### config.mk
export PLATFORM = sky130hd
export DESIGN_NAME = rx_logic_2
export DESIGN_NICKNAME = d
export VERILOG_FILES = /design/src/rtl/rx_logic_2.sv
export SDC_FILE = /design/constraint.sdc
export NUM_CORES = 1
export LEC_CHECK = 0
export CELL_PAD_IN_SITES_DETAIL_PLACEMENT = 1
export CELL_PAD_IN_SITES_GLOBAL_PLACEMENT = 1
export CORE_MARGIN = 2
export CORE_UTILIZATION = 33
export DETAILED_ROUTE_END_ITERATION = 8
export PLACE_DENSITY_LB_ADDON = 0.1
export SLEW_MARGIN = 15
export SYNTH_ARGS = -nofsm -noshare
export SYNTH_HDL_FRONTEND = slang
export SYNTH_SLANG_ARGS = --single-unit
### constraint.sdc
create_clock -name clk -period 3.4 [get_ports clk]
set_input_delay 0.34 -clock clk [delete_from_list [all_inputs] [get_ports clk]]
set_output_delay 0.34 -clock clk [all_outputs]
set_load 0.02 [all_outputs]
### src/rtl/rx_logic_2.sv
// Receive-side arbiter: collects 2-phase req/ack flits from 5 link receivers and
// writes them one at a time, round-robin, into the router's input fifo.
module rx_logic_2 #(
    parameter int unsigned SIZE  = 8,
    parameter int unsigned PORTS = 5,
    parameter int          ID    = -1
) (
    input  logic                  clk,
    input  logic                  reset,
    input  logic [4:0]            push_req,
    input  logic [5*SIZE-1:0]     push_data,
    output logic [4:0]            push_ack,
    output logic                  fifo_write,
    input  logic                  fifo_full,
    output logic [SIZE-1:0]       fifo_item_in
);

    // The round-robin arithmetic below is hard-wired for five ports.
    if (PORTS != 5) begin : g_ports_check
        $error("rx_logic_2 (id %0d): PORTS must be 5", ID);
    end

    typedef enum logic [0:0] {StIdle, StWrite} state_t;

    state_t      state;
    logic [2:0]  last_grant;
    logic [4:0]  pending;
    logic        grant_valid;
    logic [2:0]  grant_idx;
    logic [3:0]  cand;

    // Search starts just after the last winner and wraps 4 -> 0.
    always_comb begin
        pending     = push_req ^ push_ack;
        grant_valid = 1'b0;
        grant_idx   = 3'd0;
        cand        = 4'd0;
        for (int i = 1; i <= 5; i++) begin
            cand = {1'b0, last_grant} + 4'(i);
            if (cand >= 4'd5) begin
                cand = cand - 4'd5;
            end
            if (!grant_valid && pending[cand[2:0]]) begin
                grant_valid = 1'b1;
                grant_idx   = cand[2:0];
            end
        end
    end

    always_ff @(posedge clk or posedge reset) begin
        if (reset) begin
            state        <= StIdle;
            last_grant   <= 3'd4;
            push_ack     <= 5'b00000;
            fifo_write   <= 1'b0;
            fifo_item_in <= '0;
        end else begin
            unique case (state)
                StIdle: begin
                    if (grant_valid && !fifo_full) begin
                        fifo_item_in        <= push_data[grant_idx*SIZE +: SIZE];
                        fifo_write          <= 1'b1;
                        push_ack[grant_idx] <= ~push_ack[grant_idx];
                        last_grant          <= grant_idx;
                        state               <= StWrite;
                    end else begin
                        fifo_write <= 1'b0;
                    end
                end
                // Idle cycle lets the fifo update fifo_full before the next decision.
                StWrite: begin
                    fifo_write <= 1'b0;
                    state      <= StIdle;
                end
                default: begin
                    fifo_write <= 1'b0;
                    state      <= StIdle;
                end
            endcase
        end
    end

endmodule

==> results of run 1 <==
## critical path, cell delays in order (launching register included)
cell       delay (ns)
dfrtp_2          0.41
inv_2            0.07
ha_4             0.12
inv_2            0.04
fa_2             0.56
o21ba_4          0.16
or3_4            0.37
a21o_1           0.23
o211ai_4         0.12
buf_6            0.16
a2111oi_4        0.04
o22a_4           0.31
a21oi_4          0.25
mux2_4           0.33
a31oi_2          0.17
## flip-flops by register name, summed over array words and instances (netlist names)
| signal | cells |
|---|---|
| fifo_item_in | 8 |
| push_ack | 5 |
| last_grant | 3 |
| state | 1 |
## worst min path at each step
stage / depth (start not counted) / to / start / slack, ns
2_1_floorplan: 1 / fifo_item_in[0]$_DFFE_PP0P_ / reset / 0.27
3_3_place_gp: 1 / push_ack[1]$_DFFE_PP0P_ / push_ack[1]$_DFFE_PP0P_ / 0.50
3_5_place_dp: 1 / push_ack[1]$_DFFE_PP0P_ / push_ack[1]$_DFFE_PP0P_ / 0.51
4_1_cts: 1 / push_ack[1]$_DFFE_PP0P_ / push_ack[1]$_DFFE_PP0P_ / 0.52
5_1_grt: 1 / push_ack[1]$_DFFE_PP0P_ / push_ack[1]$_DFFE_PP0P_ / 0.54
6_report: 2 / fifo_item_in[5]$_DFFE_PP0P_ / reset / 0.49
## per-layer routing
metal	part of all wire, %	vias up
met3	4.6	7
met5	0	-
met4	0.77	0
li1	-	1152
met1	47	1195
met2	48	62
## per-stage QoR
| stage | area, µm² | cells |
|---|---|---|
| floorplan | 2280 | 240 |
| global placement | 3250 | 412 |
| detailed placement | 3250 | 412 |
| CTS | 3300 | 416 |
| global route | 3660 | 426 |
| finish | 3660 | 426 |
## cells in the mapped netlist, types with 2 or more instances
master,number
a211oi_2,7
nand4b_1,2
xor2_1,9
a211oi_1,14
o2111a_1,2
or3b_1,3
and3_1,3
nand3_1,14
dfrtp_1,16
buf_6,2
nor2_2,4
o211ai_1,2
mux2i_1,8
or2_2,5
nor3b_1,2
a221oi_2,8
o21ai_0,5
nand2b_1,3
mux2_2,2
o221ai_1,2
nor2b_1,7
xnor2_1,6
buf_4,4
or3_1,2
nor2_1,19
o21a_1,2
nand2_1,6
inv_1,12
a31oi_1,7
a221oi_1,2
clkbuf_1,3
a21oi_1,6
ha_1,9
## layout make-up
type,count,share of cell area [%]
clock buffer,3,1.13
inverter,13,1.43
clock inverter,1,0.137
tap,77,2.63
multi-input combinational,202,54.6
timing repair buffer,113,28.4
sequential,17,11.7
## repair_timing
item | CTS | global route
hold buffers | 0 | 0
buffers inserted | 0 | 7
gates cloned | 0 | 3
pin swaps | 1 | 19
setup endpoints to repair | 10 | 13
resized for setup | 2 | 64
## logic make-up (layout without fill, tap and decap cells)
group | count (synthesis) | count (layout) | share of synthesized area, %
AO/OA/AOI/OAI | 83 | 85 | 36.3
AND/OR/NAND/NOR | 80 | 80 | 21.1
buffers and inverters | 23 | 130 | 5.33
flip-flops | 17 | 17 | 19.3
XOR/XNOR | 16 | 16 | 6.69
multiplexers | 11 | 11 | 5.27
adder cells (fa/ha/maj) | 10 | 10 | 6.01
==> run_results.csv, run 1 <==
group,metric,value,unit
floorplan,start_util,34.4,%
floorplan,rows,29,
sta,whs,0.492,ns
cts,cts_tree,"built",
grt,grtUsageMet2,35.4,%
sta,fin_crit,3.42,ns
grt,busiest_layer,"met2",
routing,drc,0,
finish,layout.nets,408,
sta,hold_viol_final,0,
routing,num_vias,2416,
routing,routed_via_density,5.67,
placed_design,dp_hpwl,6310,µm
routing,finalWirelength,8750,µm
worst_setup_path,worst_setup_path_start_kind,"register",
floorplan,dieArea,0.00736,mm²
worst_setup_path,rrSetupSlack,-0.02,ns
cts,htree_levels,1,
finish,multi_input_area,0.00200,mm²
placed_design,place_congestion,0.862,
run_status,failed_checks,"setup timing",
cts,clkTransAtPathRegs,0.09,ns
worst_setup_path,critPathKind,"register to register",
yosys,postSynthCellCount,240,
yosys,ys_warn_count,0,
yosys,ys_ff_latch,17,
yosys,async_reset_ff_share,100,%
finish,syn_to_final_growth,66.0,%
grt,grt_pass1_wl,12400,µm
worst_setup_path,reg2reg_from,"last_grant[0]$_DFFE_PP0P_",
worst_setup_path,reg2reg_to,"fifo_item_in[2]$_DFFE_PP0P_",
sta,max_freq,293,MHz
cts,clk-insertion-delay-late,0.27,ns
worst_setup_path,cp-end-kind,"register",
yosys,seq_area_frac_synth,19.3,%
grt,grt_usage,21.5,%
routing,wl_per_cell,20.5,µm
finish,final-seq-area,429,µm²
worst_hold_path,worst_hold_path_type,"input port to async pin",
yosys,synth_area,0.00221,mm²
worst_setup_path,crit_fanout,5,
sta,fin_ws,-0.0157,ns
worst_setup_path,startpoint,"last_grant[0]$_DFFE_PP0P_",
finish,final_layout_size_suffix_gt1_share,43.8,%
grt,use_met3,3.18,%
floorplan,die_y,85.8,µm
grt,antenna_found_initial,0,
sta,fin_skew,0.0113,ns
yosys,yosysTopAreaCellShare,18.1,%
grt,grt_pass1_vias,2428,
worst_setup_path,cp.arrival,3.61,ns
sta,setup_violations,2,
worst_setup_path,rr_worst_depth,14,
finish,final_cell_mix,"clkdlybuf4s50_1 (61), buf_4 (44), a211oi_2 (21), nor2_1 (18), dfrtp_1 (14)",
finish,fillCellCount,715,
cts,cts_root_buf,"clkbuf_8",
yosys,synth_fp_nets,298,
placed_design,place_worst_setup_slack,-0.108,ns
grt,overflow,0,
sta,max_slew_margin,51.0,%
floorplan,die_w,85.8,µm
sta,worst_pin_slew,0.734,ns
sta,rsz0062_at_grt,"true",
floorplan,core,0.00642,mm²
sta,fin_setup_tns,-0.0199,ns
grt,grtUsageMet1,30.0,%
cts,clock_sinks,17,
finish,n_antenna_cell,0,
sta,final_max_slew_viol_count,0,
routing,drtIter0Drc,113,
cts,clock_path_buffers,2,
yosys,synth_edf_count,0,
yosys,synth_cell_types,75,
worst_setup_path,cp.required,3.59,ns
yosys,ys.flop_type,"dfrtp_1",
placed_design,io_buffers,61,
routing,drt.antenna.violating_nets,0,
yosys,yosys-top-cells-area,"dfrtp_1 (18%), a221oi_2 (5.4%), ha_1 (5.1%)",
run_status,outcome,"finished with violations",
sta,period_share,100,%
yosys,yosysTopAreaCell,"dfrtp_1",
routing,dr.pass1.iters,6,
worst_setup_path,cp-endpoint,"fifo_item_in[2]$_DFFE_PP0P_",
cts,cts_made_buffers,3,
floorplan,pin_count,62,
finish,layout_commonest_cell,"clkdlybuf4s50_1",
finish,postLayoutCoreUtil,57.0,%
yosys,avgSynthCellArea,9.20,µm²
grt,grt_max_degree,18,
run,timing.max_cap.violations,0,
Power of run 1 is left out: the tool's default activity adds up to more than one toggle a clock period on the data nets, which glitch-free logic cannot reach.
==> run 2, diff against run 1 <==
--- a/config.mk
+++ b/config.mk
@@ -7,10 +7,11 @@
 export LEC_CHECK = 0
 export CELL_PAD_IN_SITES_DETAIL_PLACEMENT = 1
 export CELL_PAD_IN_SITES_GLOBAL_PLACEMENT = 1
-export CORE_MARGIN = 2
+export CORE_MARGIN = 4
 export CORE_UTILIZATION = 33
 export DETAILED_ROUTE_END_ITERATION = 8
 export PLACE_DENSITY_LB_ADDON = 0.1
+export SKIP_LAST_GASP = 1
 export SLEW_MARGIN = 15
 export SYNTH_ARGS = -nofsm -noshare
 export SYNTH_HDL_FRONTEND = slang
==> run 2 against run 1 <==
  * The flow still finishes with violations (setup timing)
  * Wire length is 9.4% higher
  * Clock skew is 0.0015 ns lower
  * Register-to-register slack worse by 0.04 ns
  * Worst setup slack worse by 0.040 ns
==> run_results.csv, run 2 (synthesis results as in run 1) <==
group,metric,value,unit
sta,fin_crit,3.46,ns
cts,cts_tree,"built",
finish,final-seq-area,429,µm²
routing,drtIter0Drc,101,
sta,final_max_slew_viol_count,0,
sta,hold_viol_final,0,
finish,largest_register,"fifo_item_in",
finish,layout_commonest_cell,"clkdlybuf4s50_1",
cts,clk-insertion-delay-late,0.27,ns
grt,grt_usage,19.8,%
worst_setup_path,cp-endpoint,"fifo_item_in[4]$_DFFE_PP0P_",
run,timing.max_cap.violations,0,
sta,fin_setup_tns,-0.179,ns
sta,whs,0.489,ns
floorplan,rows,29,
worst_setup_path,reg2reg_to,"fifo_item_in[4]$_DFFE_PP0P_",
worst_setup_path,cp.arrival,3.60,ns
placed_design,place_congestion,0.897,
finish,final_cell_mix,"clkdlybuf4s50_1 (61), buf_4 (49), a211oi_2 (18), nor2_1 (15), dfrtp_1 (14)",
sta,setup_violations,6,
worst_setup_path,rr_worst_depth,16,
cts,cts_made_buffers,3,
grt,grt_max_degree,18,
run_status,outcome,"finished with violations",
floorplan,core,0.00642,mm²
cts,cts_root_buf,"clkbuf_8",
finish,layout.nets,416,
routing,drc,0,
floorplan,pin_count,62,
finish,fillCellCount,699,
grt,overflow,0,
sta,max_slew_margin,51.2,%
sta,period_share,102,%
worst_setup_path,cp-end-kind,"register",
worst_setup_path,critPathKind,"register to register",
finish,top_regs,"fifo_item_in x8, push_ack x5, last_grant x3",
sta,fin_ws,-0.0557,ns
sta,max_freq,289,MHz
sta,worst_pin_slew,0.731,ns
routing,dr.pass1.iters,4,
grt,grt_pass1_vias,2599,
floorplan,dieArea,0.00806,mm²
finish,n_antenna_cell,0,
floorplan,start_util,34.4,%
grt,antenna_found_initial,0,
worst_hold_path,worst_hold_path_type,"input port to async pin",
finish,final_layout_size_suffix_gt1_share,45.1,%
cts,htree_levels,1,
cts,clock_sinks,17,
worst_setup_path,worst_setup_path_start_kind,"register",
finish,largest_reg_flops,8,
worst_setup_path,reg2reg_from,"last_grant[0]$_DFFE_PP0P_",
sta,rsz0062_at_grt,"true",
placed_design,io_buffers,61,
worst_setup_path,crit_fanout,7,
floorplan,die_y,89.8,µm
worst_setup_path,cp.required,3.54,ns
routing,num_vias,2518,
run_status,failed_checks,"setup timing",
cts,clkTransAtPathRegs,0.08,ns
floorplan,die_w,89.8,µm
sta,fin_skew,0.00979,ns
routing,routed_via_density,5.80,
cts,clock_path_buffers,2,
worst_setup_path,startpoint,"last_grant[0]$_DFFE_PP0P_",
routing,finalWirelength,9570,µm
grt,grt_pass1_wl,13200,µm
worst_setup_path,rrSetupSlack,-0.06,ns
finish,syn_to_final_growth,74.4,%
finish,multi_input_area,0.00205,mm²
routing,drt.antenna.violating_nets,0,
routing,wl_per_cell,22.1,µm
placed_design,dp_hpwl,6400,µm
==> run 2: through the flow <==
step / cell area, µm² / setup WS [ns] / std cells / util, %
floorplan: 2280 / -0.00316 / 240 / -
global placement: 3260 / 0.0142 / 411 / 50.7
detailed placement: 3260 / -0.0456 / 411 / 50.7
CTS: 3340 / -0.0194 / 417 / 52.0
global route: 3850 / -0.212 / 434 / 59.9
finish: 3850 / -0.0557 / 434 / 59.9
==> run 2: final cells by class <==
type | count | share of cell area, %
sequential | 17 | 11.2
tap | 77 | 2.50
multi-input combinational | 201 | 53.4
inverter | 13 | 1.37
clock buffer | 4 | 1.17
timing repair buffer | 122 | 30.4
==> run 2: timing repair <==
action / CTS / global route
setup endpoints to repair: 10 / 13
hold buffers: 0 / 0
pin swaps: 3 / 40
gates cloned: 1 / 2
setup buffers: 1 / 15
resized for setup: 7 / 71
==> run 2: worst min path at each step <==
stage | endpoint | cells after the start | startpoint
floorplan | fifo_item_in[0]$_DFFE_PP0P_ | 1 | reset
global placement | push_ack[1]$_DFFE_PP0P_ | 1 | push_ack[1]$_DFFE_PP0P_
detailed placement | push_ack[1]$_DFFE_PP0P_ | 1 | push_ack[1]$_DFFE_PP0P_
CTS | push_ack[3]$_DFFE_PP0P_ | 1 | push_ack[3]$_DFFE_PP0P_
global route | push_ack[3]$_DFFE_PP0P_ | 1 | push_ack[3]$_DFFE_PP0P_
finish | fifo_item_in[5]$_DFFE_PP0P_ | 2 | reset
==> run 2: routing by layer <==
layer / vias up / GRT usage [%] / share of wire (%)
met5: - / 0 / 0
met3: 17 / 2.75 / 5.2
met4: 0 / 3.96 / 2.2
li1: 1158 / - / -
met2: 75 / 32.9 / 51
met1: 1268 / 27.4 / 42
==> run 2: critical path, stage by stage, from the launching register on <==
cell and delay, ns:
dfrtp_2 0.41, inv_2 0.08, ha_4 0.12, inv_2 0.03
fa_2 0.53, o21ba_4 0.16, o21ai_0 0.24, a21o_1 0.18
o211ai_2 0.13, buf_4 0.17, buf_6 0.11, a2111oi_4 0.34
o22a_4 0.28, buf_6 0.16, a211oi_2 0.08, a211oi_2 0.25
a211oi_2 0.06
Power of run 2 is left out for the same reason.
